### config.mk
export PLATFORM = sky130hd
export DESIGN_NAME = ldtu_frame_acc
export DESIGN_NICKNAME = d
export VERILOG_FILES = /design/src/rtl/ldtu_pkg.sv /design/src/rtl/ldtu_frame_acc.sv
export SDC_FILE = /design/constraint.sdc
export NUM_CORES = 1
export LEC_CHECK = 0
export CAP_MARGIN = 5
export CORE_MARGIN = 1
export CORE_UTILIZATION = 34
export DETAILED_ROUTE_END_ITERATION = 12
export GPL_ROUTABILITY_DRIVEN = 0
export GPL_TIMING_DRIVEN = 0
export RECOVER_POWER = 100
export REMOVE_ABC_BUFFERS = 1
export SLEW_MARGIN = 20
export SYNTH_ARGS = -nofsm -noshare
export SYNTH_HDL_FRONTEND = slang
export SYNTH_SLANG_ARGS = --single-unit
### constraint.sdc
create_clock -name i_clk -period 3.9 [get_ports i_clk]
set_input_delay 0.78 -clock i_clk [delete_from_list [all_inputs] [get_ports i_clk]]
set_output_delay 0.78 -clock i_clk [all_outputs]
set_load 0.02 [all_outputs]
### src/rtl/ldtu_pkg.sv
// Shared types, constants and helper functions for the LiteDTU output-stream frame checker.
package ldtu_pkg;

  localparam int unsigned Nbits_32   = 32;
  localparam int unsigned crcBits    = 12;
  localparam int unsigned FrameWords = 50;
  localparam int unsigned CntBits    = 16;
  localparam int unsigned NwBits     = 6;

  localparam logic [NwBits-1:0]  FrameWordsN = NwBits'(FrameWords);
  localparam logic [3:0]         HDR_IDLE    = 4'hF;
  localparam logic [3:0]         HDR_TRAILER = 4'hD;
  // x^12 + x^11 + x^3 + x^2 + x + 1, implicit x^12 term dropped
  localparam logic [crcBits-1:0] CrcPoly     = 12'h80F;

  typedef enum logic [1:0] {S_IDLE, S_FRAME, S_SYNC} state_e;

  // Word is shifted in MSB first, matching the transmit-side serial order.
  function automatic logic [crcBits-1:0] crc12_next(input logic [Nbits_32-1:0] data,
                                                    input logic [crcBits-1:0]  crc);
    logic [crcBits-1:0] c;
    logic               fb;
    c = crc;
    for (int i = Nbits_32 - 1; i >= 0; i--) begin
      fb = c[crcBits-1] ^ data[i];
      c  = {c[crcBits-2:0], 1'b0} ^ (fb ? CrcPoly : '0);
    end
    return c;
  endfunction

  // Only meaningful for data headers (bits [7:6] != 2'b11).
  function automatic logic [7:0] sample_count(input logic [7:0] hdr);
    logic [7:0] n;
    if (hdr[7:6] == 2'b01) begin
      n = 8'd5;
    end else if (hdr[7:6] == 2'b10) begin
      n = {2'b00, hdr[5:0]};
    end else if (hdr[7:2] == 6'b001010) begin
      n = 8'd2;
    end else begin
      n = 8'd1;
    end
    return n;
  endfunction

  function automatic logic [CntBits-1:0] sat_inc(input logic [CntBits-1:0] v);
    return (&v) ? v : v + CntBits'(1);
  endfunction

endpackage

### src/rtl/ldtu_frame_acc.sv
// Per-frame accumulator: running CRC-12, sample count (mod 256) and data-word count.
module ldtu_frame_acc
  import ldtu_pkg::*;
(
  input  logic                i_clk,
  input  logic                i_rst_n,
  input  logic                i_clr,
  input  logic                i_en,
  input  logic [Nbits_32-1:0] i_word,
  output logic [crcBits-1:0]  o_crc,
  output logic [7:0]          o_nsamp,
  output logic [NwBits-1:0]   o_nwords
);

  logic [crcBits-1:0] r_crc;
  logic [7:0]         r_nsamp;
  logic [NwBits-1:0]  r_nwords;

  always_ff @(posedge i_clk) begin
    if (!i_rst_n || i_clr) begin
      r_crc    <= '0;
      r_nsamp  <= '0;
      r_nwords <= '0;
    end else if (i_en) begin
      r_crc    <= crc12_next(i_word, r_crc);
      r_nsamp  <= r_nsamp + sample_count(i_word[31:24]);
      r_nwords <= r_nwords + NwBits'(1);
    end
  end

  assign o_crc    = r_crc;
  assign o_nsamp  = r_nsamp;
  assign o_nwords = r_nwords;

endmodule

==> flow_summary.toml, run 1 <==
[setup_path]
critPathCaptureType = "register"
worstSetupPathType = "primary input to register"
start_kind = "primary input"
crit_fanout = 6
cp.required_ps = 4090
worstPathArrival_ps = 3720

[synth]
synth_ff_type = "dfxtp_1"
ys_ff_latch = 26
synth_top_cell_by_area = "dfxtp_1"
synth.most_common_cell = "xnor2_1"
yosys-top-cells-count = "xnor2_1 (40), dfxtp_1 (26), nor2_1 (25)"
synth.area.top_cells = "dfxtp_1 (24%), xnor2_1 (16%), xnor3_1 (13%)"
yosysSeqAreaShare = 0.242
synth_edf_count = 0
syn_area_per_cell_um2 = 10.1
synth_top_area_frac = 0.242
netlist_area_um2 = 2150
syn-instance-count = 213
ys_types = 34
ys_warn_count = 0
async_flop_share = 0

[clock_tree]
cts_max_level = 1
cts_tree = "done"
cts_setup_buffers = 0
clk_latency_ps = 280
clk_pin_slew_ps = 100
cts_buffers = 3
hold_buffers = 0
root_buffer = "clkbuf_8"
cts_resized = 0
cts_buffer_depth = 2
clock-sinks = 26

[timing]
worst_slew_pin_slew_ps = 1060
finalCritPeriodShare = 0.906
maxSlewViolCount = 0
fin_setup_tns_ps = 0
fmax_mhz = 283
rsz0062_at_grt = "no"
finClkSkew_ps = 2.75
min_period_ps = 3530
hold_viol_final = 0
finalSetupViolCount = 0
maxSlewHeadroom = 0.290

[global_route]
grt_max_degree = 32
grt_util_all_layers = 0.152
grt_pass1_wl_mm = 7.53
grt-ovfl-total = 0
grt_antenna_before_repair = 0
grt_pass1_vias = 1532

[die]
die_area_um2 = 6640
rows = 28
core_area_um2 = 5990
die_h_um = 81.5
initial_utilization = 0.358
die_w_um = 81.5
boundaryPins = 62

[final_layout]
n_fill_cell = 595
drive_gt1_frac = 0.0369
stdcell_area_um2 = 2880
area_growth_pct = 34.2
antennaDiodeCount = 0
fin_nets = 316

[hold_path]
min_path_type = "register to register"

[pwr]
vdd_drop_max_v = 0.000678
p_per_area_nw_per_um2 = 685
leakage_nw = 1.29

[placed_design]
dpl_cell_area_um2 = 2820
hpwl_mm = 3.72
port_buffers = 61

[route]
drtPass1Iterations = 4
drtAntennaViolNets = 0
vias = 1600
drcViolationCount = 0
wire_per_inst_um = 13.6
routed_wirelength_mm = 4.70
dr.first_iter.drc_count = 35
viasPerCell = 4.62

[status]
outcome = "completed"

[flow_run]
maxCapViolations = 0
## worst max-delay path: stages
cell	delay, ps
clkdlybuf4s50_1	520
xnor2_1	370
xor3_1	450
xnor2_1	320
xor3_1	300
xnor3_1	430
xnor3_1	380
o31ai_2	170
## area by class of cell
cell class                      count  area, um^2  share of cell area
Multi-Input combinational cell    170        1550               0.539
Timing Repair Buffer               61         606               0.210
Inverter                           10        37.5              0.0130
Tap cell                           75        93.8              0.0326
Clock inverter                      1        30.0              0.0104
Clock buffer                        3        41.3              0.0143
Sequential cell                    26         520               0.181
## routing by layer
layer	up-vias	wire, um	global-route usage
li1	821	-	-
met4	0	36	0.0321
met5	-	0	0
met3	5	312	0.0378
met2	41	2150	0.240
met1	733	2200	0.207
## sequential cells by signal, summed over array words and instances, names as in the netlist
signal    flops
o_nwords      6
o_nsamp       8
o_crc        12
## path summary, 6_finish.rpt
| path | start | to | slack, ps | cells past startpoint |
|---|---|---|---|---|
| min | o_nwords[5]$_SDFFE_PP0P_ | o_nwords[5]$_SDFFE_PP0P_ | 500 | 2 |
| max reg2reg | o_crc[11]$_SDFFE_PP0P_ | o_crc[11]$_SDFFE_PP0P_ | 1070 | 7 |
| min reg2reg | o_nwords[5]$_SDFFE_PP0P_ | o_nwords[5]$_SDFFE_PP0P_ | 500 | 2 |
| max | i_word[31] | o_crc[11]$_SDFFE_PP0P_ | 370 | 8 |
## power by group
group          internal, mW  switching, mW
Clock                 0.138         0.0939
Sequential            0.293         0.0298
Combinational         0.835          0.583
## kinds of logic after synthesis
logic type / share of synthesized area
simple gates: 0.0985
mux: 0.0280
flops: 0.242
buf+inv: 0.0297
fa+ha+maj: 0.0501
compound gates: 0.0932
xor+xnor: 0.458
## layout by cell type, fill, tap and decap left out, types with 2 or more instances in the layout
cell type	netlist	final
a211oi_1	9	9
a21o_1	3	3
a21oi_1	7	7
and2_1	4	4
clkbuf_8	0	3
clkdlybuf4s50_1	0	30
dfxtp_1	26	26
dlygate4sd3_1	0	30
ha_1	7	7
inv_1	10	10
mux2i_1	6	6
nand2_1	4	4
nand4_1	2	2
nor2_1	25	25
nor2b_1	3	3
nor3_1	2	2
o21ai_0	6	6
xnor2_1	40	41
xnor3_1	12	14
xor2_1	21	21
xor3_1	2	2
## per-stage QoR
stage,hold slack (ps),utilization,power [mW],std cells,worst slack [ps]
finish,500,0.481,1.97,346,367
global placement,482,0.472,1.79,342,188
global route,543,0.481,2.13,346,247
detailed placement,494,0.471,1.79,342,174
CTS,514,0.483,2.03,346,469
floorplan,558,-,1.53,206,979
No activity file was read; power rests on OpenSTA's default activity.
==> run 2: changes to the inputs <==
--- a/config.mk
+++ b/config.mk
@@ -11,6 +11,7 @@
 export DETAILED_ROUTE_END_ITERATION = 12
 export GPL_ROUTABILITY_DRIVEN = 0
 export GPL_TIMING_DRIVEN = 0
+export HOLD_SLACK_MARGIN = 0.1
 export RECOVER_POWER = 100
 export REMOVE_ABC_BUFFERS = 1
 export SLEW_MARGIN = 20
==> results of run 2 <==
Same layout as run 1: the final DEF is identical, and so are final timing and power.
